<file path="config.mk">
export PLATFORM = sky130hd
export DESIGN_NAME = voice_mixer
export DESIGN_NICKNAME = d
export VERILOG_FILES = /design/src/rtl/voice_mixer.sv
export SDC_FILE = /design/constraint.sdc
export NUM_CORES = 1
export LEC_CHECK = 0
export CAP_MARGIN = 5
export CORE_MARGIN = 8
export CORE_UTILIZATION = 69
export DETAILED_ROUTE_END_ITERATION = 8
export HOLD_SLACK_MARGIN = 0.02
export PLACE_DENSITY = 0.89
export SKIP_LAST_GASP = 1
export SYNTH_ARGS = -nofsm -noshare
export SYNTH_HDL_FRONTEND = slang
export SYNTH_SLANG_ARGS = --single-unit
</file>
<file path="constraint.sdc">
create_clock -name clk_in -period 17.65 [get_ports clk_in]
set_clock_uncertainty 0.05 [all_clocks]
set_input_delay 3.53 -clock clk_in [delete_from_list [all_inputs] [get_ports clk_in]]
set_output_delay 3.53 -clock clk_in [all_outputs]
set_load 0.005 [all_outputs]
</file>
<file path="src/rtl/voice_mixer.sv">
// rtl/voice_mixer.sv - time-multiplexed polyphonic voice mixer feeding the speaker PDM
// Steps per-voice envelopes on each sample tick, reads all voices through one BRAM mux and normalises the mix.
module voice_mixer #(
  parameter int NUM_VOICES   = 8,
  parameter int SAMPLE_WIDTH = 16,
  parameter int OUT_WIDTH    = 10,
  parameter int READ_LATENCY = 2,
  parameter int ATTACK_STEP  = 8,
  parameter int RELEASE_STEP = 2
) (
  input  logic                              clk_in,
  input  logic                              rst_in,
  input  logic                              sample_tick_in,
  input  logic [NUM_VOICES-1:0]             gate_in,
  output logic                              rd_en_out,
  output logic [$clog2(NUM_VOICES)-1:0]     rd_voice_out,
  input  logic [SAMPLE_WIDTH-1:0]           sample_in,
  output logic [OUT_WIDTH-1:0]              mix_out,
  output logic                              mix_valid_out,
  output logic                              busy_out,
  output logic [$clog2(NUM_VOICES+1)-1:0]   active_count_out,
  output logic                              overrun_out
);
  localparam int VW     = $clog2(NUM_VOICES);
  localparam int CW     = $clog2(NUM_VOICES+1);
  localparam int ACC_W  = SAMPLE_WIDTH + VW + 1;
  localparam int PROD_W = SAMPLE_WIDTH + 9;
  localparam logic [OUT_WIDTH-1:0] MIDSCALE = OUT_WIDTH'(1) << (OUT_WIDTH-1);

  typedef enum logic [2:0] {IDLE, ISSUE, DRAIN, NORM, OUT} state_t;

  state_t                   state_q, state_d;
  logic [VW-1:0]            cnt_q, cnt_d;
  logic [7:0]               env_q [NUM_VOICES];
  logic [7:0]               env_d [NUM_VOICES];
  logic [CW-1:0]            active_q, active_d;
  logic signed [ACC_W-1:0]  acc_q, acc_d;
  logic [READ_LATENCY-1:0]  pipe_vld_q;
  logic [VW-1:0]            pipe_voice_q [READ_LATENCY];
  logic [OUT_WIDTH-1:0]     norm_q, mix_q, norm_word;
  logic                     mix_valid_q, overrun_q;

  logic                        tick_accept;
  logic [7:0]                  env_ret;
  logic signed [PROD_W-1:0]    prod;
  logic [CW-1:0]               shift;
  logic signed [ACC_W-1:0]     shifted;
  logic signed [SAMPLE_WIDTH-1:0] sat;

  assign tick_accept = sample_tick_in && (state_q == IDLE);

  always_ff @(posedge clk_in or negedge rst_in) begin
    if (!rst_in) state_q <= IDLE;
    else         state_q <= state_d;
  end

  always_comb begin
    state_d = state_q;
    case (state_q)
      IDLE:    if (sample_tick_in) state_d = ISSUE;
      ISSUE:   if (cnt_q == VW'(NUM_VOICES-1)) state_d = DRAIN;
      DRAIN:   if (cnt_q == VW'(READ_LATENCY-1)) state_d = NORM;
      NORM:    state_d = OUT;
      OUT:     state_d = IDLE;
      default: state_d = IDLE;
    endcase
  end

  always_comb begin
    rd_en_out    = (state_q == ISSUE);
    rd_voice_out = rd_en_out ? cnt_q : '0;
    busy_out     = (state_q != IDLE);
  end

  // One counter walks the voice index in ISSUE, then times the read-latency wait in DRAIN.
  always_comb begin
    cnt_d = '0;
    if ((state_q == ISSUE || state_q == DRAIN) && state_d == state_q) cnt_d = cnt_q + VW'(1);
  end

  always_comb begin
    active_d = active_q;
    for (int v = 0; v < NUM_VOICES; v++) begin
      env_d[v] = env_q[v];
      if (tick_accept) begin
        if (gate_in[v])
          env_d[v] = (9'(env_q[v]) + 9'(ATTACK_STEP) > 9'd255) ? 8'd255 : env_q[v] + 8'(ATTACK_STEP);
        else
          env_d[v] = (env_q[v] < 8'(RELEASE_STEP)) ? 8'd0 : env_q[v] - 8'(RELEASE_STEP);
      end
    end
    if (tick_accept) begin
      active_d = '0;
      for (int v = 0; v < NUM_VOICES; v++)
        if (env_d[v] != 8'd0) active_d = active_d + CW'(1);
    end
  end

  assign env_ret = env_q[pipe_voice_q[READ_LATENCY-1]];
  assign prod    = $signed(sample_in) * $signed({1'b0, env_ret});

  always_comb begin
    acc_d = acc_q;
    if (tick_accept)                         acc_d = '0;
    else if (pipe_vld_q[READ_LATENCY-1])     acc_d = acc_q + ACC_W'(prod >>> 8);
  end

  // Shift by ceil(log2(active voices)), saturate to the sample range, then flip to offset binary.
  always_comb begin
    shift = '0;
    for (int k = 0; k < CW; k++)
      if ((1 << k) < int'(active_q)) shift = CW'(k + 1);
    shifted = acc_q >>> shift;
    if (&shifted[ACC_W-1:SAMPLE_WIDTH-1] || ~|shifted[ACC_W-1:SAMPLE_WIDTH-1])
      sat = shifted[SAMPLE_WIDTH-1:0];
    else
      sat = shifted[ACC_W-1] ? {1'b1, {(SAMPLE_WIDTH-1){1'b0}}} : {1'b0, {(SAMPLE_WIDTH-1){1'b1}}};
    norm_word = (active_q == '0) ? MIDSCALE : (OUT_WIDTH'(sat >>> (SAMPLE_WIDTH-OUT_WIDTH)) ^ MIDSCALE);
  end

  always_ff @(posedge clk_in or negedge rst_in) begin
    if (!rst_in) begin
      cnt_q       <= '0;
      active_q    <= '0;
      acc_q       <= '0;
      pipe_vld_q  <= '0;
      norm_q      <= MIDSCALE;
      mix_q       <= MIDSCALE;
      mix_valid_q <= 1'b0;
      overrun_q   <= 1'b0;
      for (int v = 0; v < NUM_VOICES; v++) env_q[v] <= '0;
      for (int k = 0; k < READ_LATENCY; k++) pipe_voice_q[k] <= '0;
    end else begin
      cnt_q    <= cnt_d;
      active_q <= active_d;
      acc_q    <= acc_d;
      for (int v = 0; v < NUM_VOICES; v++) env_q[v] <= env_d[v];
      pipe_vld_q[0]   <= rd_en_out;
      pipe_voice_q[0] <= rd_voice_out;
      for (int k = 1; k < READ_LATENCY; k++) begin
        pipe_vld_q[k]   <= pipe_vld_q[k-1];
        pipe_voice_q[k] <= pipe_voice_q[k-1];
      end
      if (state_q == NORM) norm_q <= norm_word;
      if (state_q == OUT)  mix_q  <= norm_q;
      mix_valid_q <= (state_q == OUT);
      if (sample_tick_in && state_q != IDLE) overrun_q <= 1'b1;
    end
  end

  assign mix_out          = mix_q;
  assign mix_valid_out    = mix_valid_q;
  assign active_count_out = active_q;
  assign overrun_out      = overrun_q;

endmodule

</file>
==> metrics.txt <==
sequential fraction of the synthesis area=21.4%; Hold Crit Class=flop to flop; max-cap violations=0; full die area=26,000 µm²; worst stage delay on the critical path=0.57 ns; crit path launch type=input port; clock buffer depth=2; critical-path maximum fanout=8; number of I/O pins=48; CTS Buf Count=17; EDFF count, synth=0; status=complete, no violations; worst slack, placed=6.39 ns; DR iter-0 viols=1,236; number of global-route vias before repair=12,500; Pre-antenna DRT Iters=6; Post-CTS Hold Fix Bufs=0; DIE HEIGHT=161 µm; minimum clock period=10.90 ns; Synth async-reset ratio=100%; die width=161 µm; initial antenna violation count=0; Max Slew Vio Count=0; Routed Antenna Nets=0; Netlist Area Pre-Place=roughly 15,000 µm²; Clock transition at path regs=0.07 ns; Rows=53; port buffer count=47; CP max-delay cell=clkdlybuf4s50_1; TNS Setup=0 ns; CTS Sinks=124; Slew HR=27.0%; CP Data Arrival Time=about 11 ns; Syn-to-layout area delta=7.46%; layout cells sized above 1=5.82%; drt via density=6.44; worst path bufs/invs=3; Final Cycle Share=61.8%; clock network latency to the later pin of the worst-skew pair=0.44 ns; largest net degree at the start of global routing=84; Vias=12,600; number of buffers added for setup after CTS=0; worst slew pin tran=roughly 1.1 ns; Tot GR Track Use=27.9%; final net count=1,916; Root Buffer=clkbuf_16; Mapped Cells=1,688; placer congestion estimate=0.944; CTS tree=built; Syn. warnings=0; Final HPWL DP=26.1 mm; CP Class=input port to flop; wire length per cell=18.0 µm; Critical Path RT=17.92 ns; Setup violations, final=0; unrepaired setup endpoints after global routing=no; gr ovfl total=0; Critical Path End Type=flop; ANT cells=0; Hold Fails Final Rpt=0; worst setup margin=6.75 ns; fin util=about three quarters; syn_nets=a little under 2,000; final wirelength=35.2 mm; Initial Utilization=between 60% and 70%; Syn Area/Cell=8.62 µm²; PostCTS Resize Cnt=0; DRC=0; Cell variety after synth=between 90 and 100; CP delay by family, top=compound AO/OA/AOI/OAI gates; core box area=20,900 µm²; Seq cells post-synth=approximately 120; Main synth FF type=dfrtp_1; first-pass GRT wire length=60.7 mm; fmax=0.0917 GHz; H-tree depth=4
synthesized netlist by cell type (all sizes together) (6+ instances only):
cell type / n / area share [%]
ha: 115 / 9.9
a21o: 16 / 0.83
xor2: 14 / 0.89
nor3b: 9 / 0.46
and2: 21 / 0.92
mux4: 16 / 2.5
nand3: 38 / 1.3
or4: 8 / 0.49
a211oi: 9 / 0.50
a22oi: 7 / 0.36
o211ai: 10 / 0.52
a31oi: 22 / 0.95
inv: 207 / 5.3
a41oi: 7 / 0.42
a21oi: 92 / 3.2
o22a: 6 / 0.36
nand3b: 8 / 0.41
mux2: 14 / 1.1
mux2i: 31 / 2.1
nor2b: 83 / 3.6
and4b: 7 / 0.48
or3: 17 / 0.73
nor3: 49 / 1.7
clkbuf: 63 / 1.6
nand4b: 6 / 0.36
o32ai: 6 / 0.36
buf: 28 / 1.0
fa: 102 / 14
o31ai: 12 / 0.62
dfrtp: 122 / 21
nor2: 101 / 2.6
nand4: 13 / 0.56
nand2b: 25 / 1.1
o21a: 7 / 0.36
o22ai: 16 / 0.69
and3: 11 / 0.47
nand2: 135 / 3.5
o21ai: 88 / 3.1
xnor2: 36 / 2.2
o31a: 9 / 0.54
nor4: 18 / 1.1
a21boi: 11 / 0.57
state kept, by name (all words and copies together), names as in the netlist:
signal / flops
acc_q: 20
active_count_out: 4
cnt_q: 3
env_q: 64
mix_out: 10
mix_valid_out: 1
norm_q: 10
overrun_out: 1
pipe_vld_q: 2
pipe_voice_q: 6
state_q: 3
final cells by class:
| class | count | area [µm²] |
|---|---|---|
| clock buffers | 17 | 425 |
| inverters | 208 | 781 |
| well taps | 275 | 344 |
| repair buffers | 56 | 536 |
| clock inverters | 15 | 166 |
| fillers | 1465 | 5260 |
| flip-flops and latches | 124 | 3110 |
| multi-input cells | 1265 | 10300 |
metrics by stage:
| step | area [µm²] | hold slack (ns) | instances |
|---|---|---|---|
| after CTS | 15600 | 0.306 | 1960 |
| after floorplan | 14500 | 0.281 | 1688 |
| after global routing | 15600 | 0.321 | 1960 |
| after detailed placement | 15000 | 0.285 | 1928 |
| after global placement | 15000 | 0.285 | 1928 |
| final | 15600 | 0.306 | 1960 |
cell families after synthesis:
family          Yosys count  share of synthesized area, %
mux                      61                          5.70
flops                   124                          21.4
compound gates          372                          16.7
xor+xnor                 53                          3.60
simple gates            560                          20.6
fa+ha+maj               219                          24.1
buf+inv                 299                          8.03
worst paths after layout:
kind	to	cells past startpoint	slack [ns]	start
min in group asynchronous	env_q[20]	1	3.11	rst_in
worst max register to register	acc_q[19]	30	8.65	pipe_voice_q[0]
max in group asynchronous	acc_q[18]	2	13.15	rst_in
worst max-delay path	acc_q[19]	28	6.75	sample_in[1]
worst min-delay path	pipe_vld_q[1]	0	0.31	pipe_vld_q[0]
worst min register to register	pipe_vld_q[1]	0	0.31	pipe_vld_q[0]
placed cells by master, fill, tap and decap left out, types with 11 or more instances in the layout:
cell type and instances:
a21boi_0 11, a21o_1 16, a21oi_1 92, a31oi_1 22
and2_1 19, and3_1 11, clkbuf_16 17, clkdlybuf4s50_1 46
dfrtp_1 122, fa_1 102, ha_1 115, inv_1 207
mux2_2 14, mux2i_1 31, mux4_2 16, nand2_1 134
nand2b_1 25, nand3_1 37, nand4_1 13, nor2_1 101
nor2b_1 83, nor3_1 49, nor4_1 14, o21ai_0 80
o22ai_1 16, o31ai_1 12, or3_1 17, xnor2_1 35
xor2_1 13
per-layer routing:
layer | wire [µm] | track usage, % | vias to the layer above
met5 | 0 | 0 | -
met4 | 1000 | 11.0 | 0
met3 | 2790 | 4.73 | 91
met2 | 16500 | 44.0 | 599
met1 | 14900 | 37.7 | 6083
li1 | - | - | 5854
Power is not shown: default switching activity piles up to over one toggle a cycle in this logic, so the estimate is an artifact.
